===== config.mk =====
export PLATFORM = sky130hd
export DESIGN_NAME = seg_mux
export DESIGN_NICKNAME = d
export VERILOG_FILES = /design/src/rtl/seg_pkg.sv /design/src/rtl/hex7seg.sv /design/src/rtl/seg_mux.sv
export SDC_FILE = /design/constraint.sdc
export NUM_CORES = 1
export LEC_CHECK = 0
export CAP_MARGIN = 20
export CELL_PAD_IN_SITES_DETAIL_PLACEMENT = 0
export CELL_PAD_IN_SITES_GLOBAL_PLACEMENT = 2
export CORE_MARGIN = 4
export CORE_UTILIZATION = 34
export DETAILED_ROUTE_END_ITERATION = 8
export PLACE_DENSITY_LB_ADDON = 0.1
export SYNTH_ARGS = -nofsm -noshare
export SYNTH_HDL_FRONTEND = slang
export SYNTH_SLANG_ARGS = --single-unit

===== constraint.sdc =====
create_clock -name clk -period 11.6 [get_ports clk]
set_clock_uncertainty 0.1 [all_clocks]
set_input_delay 2.32 -clock clk [delete_from_list [all_inputs] [get_ports clk]]
set_output_delay 2.32 -clock clk [all_outputs]
set_load 0.01 [all_outputs]

===== src/rtl/seg_pkg.sv =====
// ---------------------------------------------------------------------------
// seg_pkg
// Shared definitions for the multiplexed seven-segment display driver.
//   state_t   : controller states (idle, running a scan, fault latched)
//   RING_FIRST: ring value that marks digit 0, i.e. the start of a frame
//   SEG_GLYPH : hex glyph table, bit order {g,f,e,d,c,b,a}, active-high
//   rotl1     : one-step left rotation of a 4-bit ring value
// ---------------------------------------------------------------------------
package seg_pkg;

    typedef enum logic [1:0] {
        ST_IDLE  = 2'd0,
        ST_RUN   = 2'd1,
        ST_FAULT = 2'd2
    } state_t;

    localparam logic [3:0] RING_FIRST = 4'b0001;

    // Glyphs for 0-9, A, b, C, d, E, F
    localparam logic [6:0] SEG_GLYPH [16] = '{
        7'b0111111, 7'b0000110, 7'b1011011, 7'b1001111,
        7'b1100110, 7'b1101101, 7'b1111101, 7'b0000111,
        7'b1111111, 7'b1101111, 7'b1110111, 7'b1111100,
        7'b0111001, 7'b1011110, 7'b1111001, 7'b1110001
    };

    function automatic logic [3:0] rotl1(input logic [3:0] value);
        return {value[2:0], value[3]};
    endfunction

endpackage


===== src/rtl/hex7seg.sv =====
// ---------------------------------------------------------------------------
// hex7seg
// Purely combinational hex-to-seven-segment decoder.
//   i_nibble : 4-bit hex digit
//   o_seg    : segments {g,f,e,d,c,b,a}, active-high
// ---------------------------------------------------------------------------
module hex7seg
    import seg_pkg::*;
(
    input  logic [3:0] i_nibble,
    output logic [6:0] o_seg
);

    assign o_seg = SEG_GLYPH[i_nibble];

endmodule


===== src/rtl/seg_mux.sv =====
// ---------------------------------------------------------------------------
// seg_mux
// Drives a 4-digit multiplexed seven-segment display from an external
// one-hot ring counter. Data is double buffered (pending -> shadow) and the
// shadow only changes at a frame start so a frame never shows mixed data.
// A ring sequence that is neither a hold nor a single left rotation latches
// a fault that blanks the display until acknowledged with clear.
//   clk, reset   : clock, synchronous active-high reset
//   ring_in      : one-hot digit select from the ring counter
//   data_in      : four hex digits, digit k in data_in[4k+3:4k]
//   load         : capture data_in (pulse)
//   clear        : fault acknowledge (pulse)
//   an, seg      : registered digit enable / segments, active-high
//   load_pending : captured data is waiting for the next frame start
//   fault        : controller is in the fault state
//   frame_cnt    : number of frame starts seen while running (wraps)
// ---------------------------------------------------------------------------
module seg_mux
    import seg_pkg::*;
#(
    parameter int FRAME_W = 8
) (
    input  logic               clk,
    input  logic               reset,
    input  logic [3:0]         ring_in,
    input  logic [15:0]        data_in,
    input  logic               load,
    input  logic               clear,
    output logic [3:0]         an,
    output logic [6:0]         seg,
    output logic               load_pending,
    output logic               fault,
    output logic [FRAME_W-1:0] frame_cnt
);

    state_t             r_state;
    state_t             w_stateNext;
    logic [3:0]         r_prevRing;
    logic [15:0]        r_shadow;
    logic [15:0]        r_pending;
    logic               r_loadPending;
    logic [FRAME_W-1:0] r_frameCnt;
    logic [3:0]         r_an;
    logic [6:0]         r_seg;

    logic               w_ringLegal;
    logic               w_frameStart;
    logic               w_countFrame;
    logic [15:0]        w_shadowNext;
    logic [15:0]        w_pendingNext;
    logic               w_loadPendingNext;
    logic [3:0]         w_digit;
    logic [6:0]         w_glyph;

    // While running, r_prevRing is always one-hot (we only stay in RUN on a
    // legal value and enter from IDLE with 0001), so hold-or-rotate is the
    // complete legality test; zero and multi-hot values fail both compares.
    assign w_ringLegal = (ring_in == r_prevRing) || (ring_in == rotl1(r_prevRing));

    // Next-state logic. A frame start is the IDLE->RUN entry or a fresh
    // 0001 in RUN; only the latter advances the frame counter, and a held
    // 0001 is not fresh.
    always_comb begin
        w_stateNext  = r_state;
        w_frameStart = 1'b0;
        w_countFrame = 1'b0;
        case (r_state)
            ST_IDLE: begin
                if (ring_in == RING_FIRST) begin
                    w_stateNext  = ST_RUN;
                    w_frameStart = 1'b1;
                end
            end
            ST_RUN: begin
                if (!w_ringLegal) begin
                    w_stateNext = ST_FAULT;
                end else if ((ring_in == RING_FIRST) && (r_prevRing != RING_FIRST)) begin
                    w_frameStart = 1'b1;
                    w_countFrame = 1'b1;
                end
            end
            ST_FAULT: begin
                if (clear) begin
                    w_stateNext = ST_IDLE;
                end
            end
            default: w_stateNext = ST_IDLE;
        endcase
    end

    // Double buffering. A load that lands on a frame start goes straight to
    // the shadow and leaves nothing pending; otherwise it (re)fills pending,
    // which is promoted at the next frame start.
    always_comb begin
        w_shadowNext      = r_shadow;
        w_pendingNext     = r_pending;
        w_loadPendingNext = r_loadPending;
        if (w_frameStart) begin
            if (load) begin
                w_shadowNext = data_in;
            end else if (r_loadPending) begin
                w_shadowNext = r_pending;
            end
            w_loadPendingNext = 1'b0;
        end else if (load) begin
            w_pendingNext     = data_in;
            w_loadPendingNext = 1'b1;
        end
    end

    // Digit select uses the post-update shadow so new data appears together
    // with digit 0 on the frame-start edge.
    always_comb begin
        w_digit = 4'h0;
        case (ring_in)
            4'b0001: w_digit = w_shadowNext[3:0];
            4'b0010: w_digit = w_shadowNext[7:4];
            4'b0100: w_digit = w_shadowNext[11:8];
            4'b1000: w_digit = w_shadowNext[15:12];
            default: w_digit = 4'h0;
        endcase
    end

    hex7seg u_hex7seg (
        .i_nibble (w_digit),
        .o_seg    (w_glyph)
    );

    // State and output registers. Display outputs follow the state being
    // entered, so they blank on the same edge that enters FAULT.
    always_ff @(posedge clk) begin
        if (reset) begin
            r_state       <= ST_IDLE;
            r_prevRing    <= 4'b0000;
            r_shadow      <= 16'h0000;
            r_pending     <= 16'h0000;
            r_loadPending <= 1'b0;
            r_frameCnt    <= '0;
            r_an          <= 4'b0000;
            r_seg         <= 7'b0000000;
        end else begin
            r_state       <= w_stateNext;
            r_prevRing    <= ring_in;
            r_shadow      <= w_shadowNext;
            r_pending     <= w_pendingNext;
            r_loadPending <= w_loadPendingNext;
            if (w_countFrame) begin
                r_frameCnt <= r_frameCnt + FRAME_W'(1);
            end
            if (w_stateNext == ST_RUN) begin
                r_an  <= ring_in;
                r_seg <= w_glyph;
            end else begin
                r_an  <= 4'b0000;
                r_seg <= 7'b0000000;
            end
        end
    end

    assign an           = r_an;
    assign seg          = r_seg;
    assign load_pending = r_loadPending;
    assign fault        = (r_state == ST_FAULT);
    assign frame_cnt    = r_frameCnt;

endmodule


==> impl_summary.txt, run 1 <==
----------------------------------------------------
[Status]
  Result of the run ... completed

[Synth]
  Largest family of logic cells by synthesized area ... simple AND/OR/NAND/NOR gates
  Synthesized netlist net count ... a little under 400
  Proportion of synthesized area in mux cells ... 0.04119
  XOR/XNOR share of the synthesized area ... 0.04459
  EDFF count, synth ... 0
  Post-synthesis simple-gate area fraction ... 0.2399
  Gate count after technology mapping ... 355
  Adder and majority cell fraction of the synthesized area ... 0.03397
  Yosys warning count ... 0
  Register bit count reported by yosys ... 58
  Number of distinct standard cells referenced by the synthesized netlist ... 52
  Async set-or-reset flop fraction in the synthesized netlist ... 0
  Prevailing post-synth register cell ... dfxtp_1
  Share of synthesized area occupied by flip-flops and latches ... 0.3941
  Syn_area_per_cell ... 8.300 um^2
  Area of the mapped netlist ... 0.002947 mm^2
  Fraction of the mapped netlist area in compound gates ... 0.1928

[Finish]
  Number of antenna cells inserted ... 0
  Area growth from synthesis to layout ... 24.54%
  Post-route design area ... 0.003670 mm^2
  Commonest non-fill, non-tap cell in the layout ... dfxtp_1
  Share of post-route cells with drive strength above 1 ... 0.08229
  Final-stage net count ... ~430
  Filler Cell Count ... 873
  Commonest non-fill, non-tap cells in the layout ... dfxtp_1 (58), clkdlybuf4s50_1 (44), nor2_1 (42)

[Power and ir drop]
  Power density over the cells ... 125.6 mW/mm^2
  Worst voltage drop across the vdd grid ... between 0.05 and 0.06 mV
  Static leakage ... 1.376 nW

[Placement]
  Port-buffer cells ... 44
  Post-DP HPWL ... ~5500 um
  Post-Place Cell Area ... about 0.0035 mm^2
  GPL Wtd Cong ... 0.8449

[Floorplan]
  Die Area ... approximately 0.010 mm^2
  FP Rows ... 33
  Core Box Area ... 0.008341 mm^2
  Die extent in x ... 101.1 um
  Count of boundary I/O pins ... 45
  Initial cell density of the core ... 0.3533
  Die outline height ... 101.1 um

[Routing]
  Final antenna-violating net count ... 0
  DRC viols ... 0
  Drt wl/cell ... roughly 16 um
  Vias per cell ... around 5.2
  Initial drt markers ... 129
  First-pass DRT Iterations ... 4
  DR vias ... between 2,000 and 3,000
  Routed WL ... 8114 um

[Clocking]
  TritonCTS clock tree ... done
  Resized Gates After CTS ... 0
  Clk pin slew, worst setup/hold paths ... roughly 80 ps
  Buffer cell driving the clock tree root ... clkbuf_8
  CTS sink cnt ... 58
  Post-CTS Hold Buffers ... 0
  Number of buffers added by the clock tree synthesis step ... 9
  Clock insertion delay at the later pin of the skew report ... 350 ps
  Buffers inserted by post-CTS timing repair ... 0
  Number of buffers on the longest clock path ... 2
  Maximum level of the CTS H-tree ... 3

[STA]
  Setup repair after global routing missed its margin ... no
  Final critical-path share of the clock period ... 0.5158
  Measured slew at the worst slew-check pin ... 1010 ps
  Final number of hold-violating endpoints ... 0
  Headroom to the max-slew limit ... 0.3173
  Total setup violations reported at the end of the flow ... 0
  Final critical-path required period ... 5983 ps
  Tightest hold margin ... around 350 ps
  Total negative slack ... 0 ps
  Highest clock rate ... 167.1 MHz
  Final number of max-transition violations ... 0

[GRT]
  Number of global-route vias before repair ... 2,601
  First-pass GRT wire length ... 13,500 um
  Number of antenna violations at the first check in global routing ... 0
  Gr ovfl total ... 0
  Maximum number of pins on one net before global-route repair ... 41
  Total routing resource utilization after global routing ... 0.1702

[Worst setup path]
  Worst Path Required ... roughly 12,000 ps
  Critical path fanouts, max ... 9
  Arrival time of data at the critical path endpoint ... 6110 ps
  Crit end category ... flop
  Critical path startpoint category ... input pin
  Kind of critical path ... in2reg

[Worst hold path]
  Class of the most critical hold timing path ... reg2reg

[Job]
  Max-capacitance violation count ... 0

----------------------------------------------------
-- per-layer routing --
metal	routed length [um]	GRT usage	up-vias
met4	122	0.06442	0
met2	3631	0.2550	48
met5	0	0	-
met1	4029	0.2388	1260
li1	-	-	1338
met3	331	0.03599	9
-- logic make-up after synthesis --
group | Yosys count
XOR/XNOR | 15
AND/OR/NAND/NOR | 142
adder cells (fa/ha/maj) | 8
buffers and inverters | 36
multiplexers | 12
AO/OA/AOI/OAI | 84
flip-flops | 58
-- area by class of cell --
type / count / area (um^2) / area share
Multi-Input combinational cell: 261 / 1628 / 0.4436
Sequential cell: 58 / 1161 / 0.3164
Timing Repair Buffer: 50 / 485.5 / 0.1323
Clock inverter: 5 / 52.55 / 0.01432
Inverter: 16 / 60.06 / 0.01637
Tap cell: 105 / 131.4 / 0.03580
Clock buffer: 11 / 151.4 / 0.04125
-- synthesized netlist by cell type (8+ instances only) --
cell / n / area share
nand3_1: 12 / 0.020
nor2b_1: 8 / 0.017
inv_1: 15 / 0.019
a21oi_1: 27 / 0.046
o21ai_0: 18 / 0.031
nand2_1: 36 / 0.046
mux2i_1: 11 / 0.037
clkbuf_1: 10 / 0.013
nor2_1: 42 / 0.054
xnor2_1: 9 / 0.027
ha_1: 8 / 0.034
dfxtp_1: 58 / 0.39
-- per-stage QoR --
stage	cells	total power [mW]	utilization	worst slack (ps)
3_3_place_gp	490	0.2701	0.4155	5343
4_1_cts	506	0.4656	0.4400	5597
2_1_floorplan	355	0.2483	-	6185
5_1_grt	506	0.4822	0.4400	5308
3_5_place_dp	490	0.2705	0.4155	5237
6_report	506	0.4608	0.4400	5617
-- flip-flops by register name, summed over array words and instances, names as in the netlist --
register      count
an                4
frame_cnt         8
load_pending      1
r_pending        16
r_prevRing        4
r_shadow         16
r_state           2
seg               7
-- worst paths after layout --
path	startpoint	endpoint	slack, ps	cells after the start
worst max-delay path	ring_in[2]	seg[3]	5620	13
worst min-delay path	r_pending[11]	r_pending[11]	350	2
worst max register to register	r_prevRing[3]	seg[3]	8300	12
worst min register to register	r_pending[11]	r_pending[11]	350	2
-- critical path: stages --
cell             delay [ps]
clkdlybuf4s50_1         570
or4b_4                  640
or3_4                   420
a21oi_1                 460
o21ai_0                 270
a21oi_1                 250
a21oi_1                 130
nand2_1                 240
inv_1                    90
ha_1                    270
mux2_2                  260
mux2i_1                 130
nor2_1                   50
-- power by group --
group          internal, mW  leakage [nW]  switching (mW)  total, mW
clock                 0.110         0.105          0.0854      0.195
combinational        0.0249         0.798          0.0298     0.0547
sequential            0.206         0.473         0.00456      0.211
Note: power is estimated with default switching activity, not from simulation.
==> run 2: changes to the inputs <==
- CORE_UTILIZATION: 34 -> 32
- clock period: 11.6 -> 5.7 ns (I/O delays scaled with it)
==> impl_summary.txt, run 2 (synthesis results as in run 1) <==
----------------------------------------------------
[Clocking]
  Buffers inserted by post-CTS timing repair ... 0
  Number of buffers on the longest clock path ... 2
  Buffer cell driving the clock tree root ... clkbuf_8
  Clk pin slew, worst setup/hold paths ... 60 ps
  Number of buffers added by the clock tree synthesis step ... 9
  Maximum level of the CTS H-tree ... 3
  Post-CTS Hold Buffers ... 0
  Clock insertion delay at the later pin of the skew report ... approximately 340 ps
  Resized Gates After CTS ... 0
  TritonCTS clock tree ... done
  CTS sink cnt ... 58

[Worst setup path]
  Worst reg-to-reg path cell count ... 10
  Arrival time of data at the critical path endpoint ... 4750 ps
  Critical path startpoint category ... input pin
  Minimum setup slack among reg-to-reg paths ... 2380 ps
  Critical path fanouts, max ... 9
  RR Endpoint ... seg[3]
  Worst R2R Start ... load_pending
  Crit end category ... flop
  Worst Path Required ... 5810 ps
  Kind of critical path ... in2reg

[Worst hold path]
  Class of the most critical hold timing path ... reg2reg
  Hold Path Sink ... r_pending[7]
  Hold Path Cell Cnt ... 2
  Worst Min Path Start ... r_pending[7]

[Routing]
  Drt wl/cell ... about 16 um
  Routed WL ... 8220 um
  First-pass DRT Iterations ... 4
  DR vias ... 2,665
  Final antenna-violating net count ... 0
  Initial drt markers ... 112
  DRC viols ... 0
  Vias per cell ... 5.205

[Placement]
  Post-DP HPWL ... 5683 um
  GPL Wtd Cong ... ~0.76
  Port-buffer cells ... 44
  Worst setup slack before clock tree synthesis ... 666.7 ps

[Power and ir drop]
  Static leakage ... roughly 1.4 nW
  Power density over the cells ... around 240 mW/mm^2
  Worst voltage drop across the vdd grid ... 0.08845 mV

[GRT]
  Gr ovfl total ... 0
  Number of antenna violations at the first check in global routing ... 0
  First-pass GRT wire length ... 13,790 um
  Total routing resource utilization after global routing ... 0.1572
  Number of global-route vias before repair ... 2,637
  Maximum number of pins on one net before global-route repair ... 41

[Finish]
  Commonest non-fill, non-tap cell in the layout ... dfxtp_1
  Final-stage net count ... 433
  Number of antenna cells inserted ... 0
  Share of post-route cells with drive strength above 1 ... 0.08663
  Area growth from synthesis to layout ... 24.88%
  Commonest non-fill, non-tap cells in the layout ... dfxtp_1 (58), clkdlybuf4s50_1 (44), nor2_1 (42)
  Final core utilization ... 0.4159

[Floorplan]
  Die extent in x ... between 100 and 150 um
  Die outline height ... 104.0 um
  Core Box Area ... 0.008848 mm^2
  FP Rows ... 34
  Count of boundary I/O pins ... 45
  Initial cell density of the core ... 0.3330
  Die Area ... around 0.011 mm^2

[STA]
  Headroom to the max-slew limit ... 0.3769
  Final number of max-transition violations ... 0
  Measured slew at the worst slew-check pin ... 933.4 ps
  Setup repair after global routing missed its margin ... no
  Highest clock rate ... 215.5 MHz
  Final number of hold-violating endpoints ... 0
  Total negative slack ... 0 ps
  Final critical-path share of the clock period ... 0.8142
  Total setup violations reported at the end of the flow ... 0
  Final critical-path required period ... roughly 4600 ps
  Setup slack after layout ... about 1100 ps
  Tightest hold margin ... 351.4 ps

[Status]
  Result of the run ... completed

[Job]
  Max-capacitance violation count ... 0

----------------------------------------------------
run 2: cell count changes in the layout (fill, tap and decap cells not counted), sizes merged:
cell and delta:
buf +5, clkbuf -1, clkinvlp -1
run 2: metrics by stage:
step	area, um^2	instances	total power, mW
after floorplan	2947	355	0.5053
after global placement	3507	498	0.5508
after detailed placement	3507	498	0.5511
after CTS	3680	512	0.9130
after global routing	3680	512	0.9424
final	3680	512	0.9010
run 2: critical path, cell delays in order:
cell and delay (ps):
clkdlybuf4s50_1 560, or4b_4 640, or3_4 420, a21o_1 220
nand2_1 210, o211ai_1 140, o221ai_1 430, inv_1 210
ha_1 330, mux2_2 250, mux2i_1 130, nor2_1 50
run 2: final cells by class:
class                   count  area [um^2]
fillers                   938         5169
flip-flops and latches     58         1161
multi-input cells         261         1628
inverters                  16        60.06
clock inverters             4        45.04
repair buffers             55        523.0
well taps                 108        135.1
clock buffers              10        127.6
run 2: per-layer routing:
layer  global-route usage  share of wire
met5                    0              0
met4              0.05603          0.013
met3              0.04283          0.049
met2               0.2461           0.45
met1               0.2077           0.49
run 2: power by group:
part / internal [mW] / switching, mW / total, mW
Clock: 0.195 / 0.165 / 0.360
Combinational: 0.0513 / 0.0569 / 0.108
Sequential: 0.420 / 0.0132 / 0.433
Total: 0.666 / 0.235 / 0.901
run 2: worst max path at each step:
stage | from | end | slack, ps | depth (start not counted)
detailed placement | ring_in[2] | seg[3] | 670 | 12
global placement | ring_in[2] | seg[3] | 750 | 12
floorplan | ring_in[3] | seg[3] | 1470 | 13
CTS | ring_in[2] | seg[3] | 1030 | 12
finish | ring_in[2] | seg[3] | 1060 | 12
global route | ring_in[2] | seg[3] | 860 | 12
==> run 3: changes to the inputs <==
- CORE_UTILIZATION: 32 -> 29
- clock period: 5.7 -> 4.12 ns (I/O delays scaled with it)
==> impl_summary.txt, run 3 (synthesis results as in run 1) <==
----------------------------------------------------
[Routing]
  Final antenna-violating net count ... 0
  Initial drt markers ... 102
  DRC viols ... 0
  First-pass DRT Iterations ... 5
  DR vias ... 2,727
  Drt wl/cell ... 15.66 um
  Routed WL ... a little under 9000 um
  Vias per cell ... 4.905

[Worst setup path]
  Arrival time of data at the critical path endpoint ... between 3000 and 4000 ps
  Crit end category ... flop
  Worst Path Required ... around 4300 ps
  Critical path startpoint category ... input pin
  Kind of critical path ... in2reg
  Critical path fanouts, max ... 4

[Finish]
  Final-stage net count ... 452
  Number of antenna cells inserted ... 0
  Commonest non-fill, non-tap cells in the layout ... dfxtp_1 (58), clkdlybuf4s50_1 (44), nor2_1 (42)
  Area growth from synthesis to layout ... 31.55%
  Share of post-route cells with drive strength above 1 ... 0.1300
  Commonest non-fill, non-tap cell in the layout ... dfxtp_1

[Floorplan]
  Core Box Area ... 0.009819 mm^2
  Die extent in x ... 108.8 um
  Die outline height ... ~110 um
  Initial cell density of the core ... 0.3001
  Die Area ... 0.01184 mm^2
  FP Rows ... 36
  Count of boundary I/O pins ... 45

[STA]
  Final number of max-transition violations ... 0
  Headroom to the max-slew limit ... 0.6336
  Total negative slack ... 0 ps
  Setup repair after global routing missed its margin ... no
  Highest clock rate ... roughly 260 MHz
  Final critical-path share of the clock period ... 0.9341
  Total setup violations reported at the end of the flow ... 0
  Final number of hold-violating endpoints ... 0
  Setup slack after layout ... 271.7 ps
  Measured slew at the worst slew-check pin ... 547.6 ps
  Final critical-path required period ... 3848 ps

[Clocking]
  Resized Gates After CTS ... 0
  Number of buffers added by the clock tree synthesis step ... 9
  Clk pin slew, worst setup/hold paths ... roughly 70 ps
  Number of buffers on the longest clock path ... 2
  Maximum level of the CTS H-tree ... 3
  Clock insertion delay at the later pin of the skew report ... between 300 and 400 ps
  Buffers inserted by post-CTS timing repair ... 0
  TritonCTS clock tree ... done
  Buffer cell driving the clock tree root ... clkbuf_8
  CTS sink cnt ... 58
  Post-CTS Hold Buffers ... 0

[Worst hold path]
  Class of the most critical hold timing path ... reg2reg

[Power and ir drop]
  Static leakage ... 1.491 nW
  Worst voltage drop across the vdd grid ... 0.1637 mV
  Power density over the cells ... 331.8 mW/mm^2

[Job]
  Max-capacitance violation count ... 0

[Status]
  Result of the run ... completed

[Placement]
  Port-buffer cells ... 44
  GPL Wtd Cong ... 0.8403
  Post-DP HPWL ... 6210 um
  Worst setup slack before clock tree synthesis ... -96.62 ps

[GRT]
  First-pass GRT wire length ... roughly 14,000 um
  Number of antenna violations at the first check in global routing ... 0
  Maximum number of pins on one net before global-route repair ... 40
  Number of global-route vias before repair ... 2,799
  Total routing resource utilization after global routing ... 0.1597
  Gr ovfl total ... 0

----------------------------------------------------
run 3: changes by cell type in the layout (fill, tap and decap cells not counted):
cell	change
clkbuf_1	-1
clkbuf_8	+2
buf_6	+1
buf_4	+18
clkinv_2	-1
run 3: cell type report:
| type | instances | area [um^2] |
|---|---|---|
| clock buffer | 11 | 151.4 |
| sequential | 58 | 1161 |
| inverter | 16 | 60.06 |
| multi-input combinational | 261 | 1628 |
| fill | 1061 | 5943 |
| clock inverter | 3 | 40.04 |
| tap | 133 | 166.4 |
| timing repair buffer | 74 | 669.4 |
run 3: report_power, final:
group          internal, mW  total (mW)  switching, mW
Clock                 0.304       0.525          0.222
Sequential            0.581       0.594         0.0126
Combinational        0.0794       0.167         0.0878
run 3: final timing paths:
check / start / end / slack, ps / cells past startpoint
worst max-delay path: ring_in[2] / seg[6] / 270 / 13
worst min-delay path: r_pending[11] / r_pending[11] / 350 / 2
worst max register to register: r_prevRing[2] / seg[3] / 1220 / 13
worst min register to register: r_pending[11] / r_pending[11] / 350 / 2
run 3: per-layer routing:
layer	vias up	share of wire	track usage
met1	1281	0.48	0.2102
met3	6	0.051	0.03908
met5	-	0	0
li1	1383	-	-
met2	57	0.46	0.2595
met4	0	0.0094	0.04599
run 3: critical path, stage by stage:
cell,delay [ps]
clkdlybuf4s50_1,430
or4b_4,560
or3_4,420
a21oi_1,290
buf_4,180
o21ai_0,80
o211ai_1,130
o221ai_1,220
buf_4,200
ha_1,210
inv_1,110
o21ai_0,100
a221oi_1,240
run 3: through the flow:
stage	hold slack, ps	power [mW]	cells	instance area, um^2	utilization
floorplan	331.1	0.6991	355	2947	-
global placement	340.1	0.7742	541	3674	0.3741
detailed placement	344.2	0.7741	541	3674	0.3741
CTS	354.2	1.309	555	3865	0.3936
global route	370.7	1.356	556	3876	0.3948
finish	351.5	1.286	556	3876	0.3948
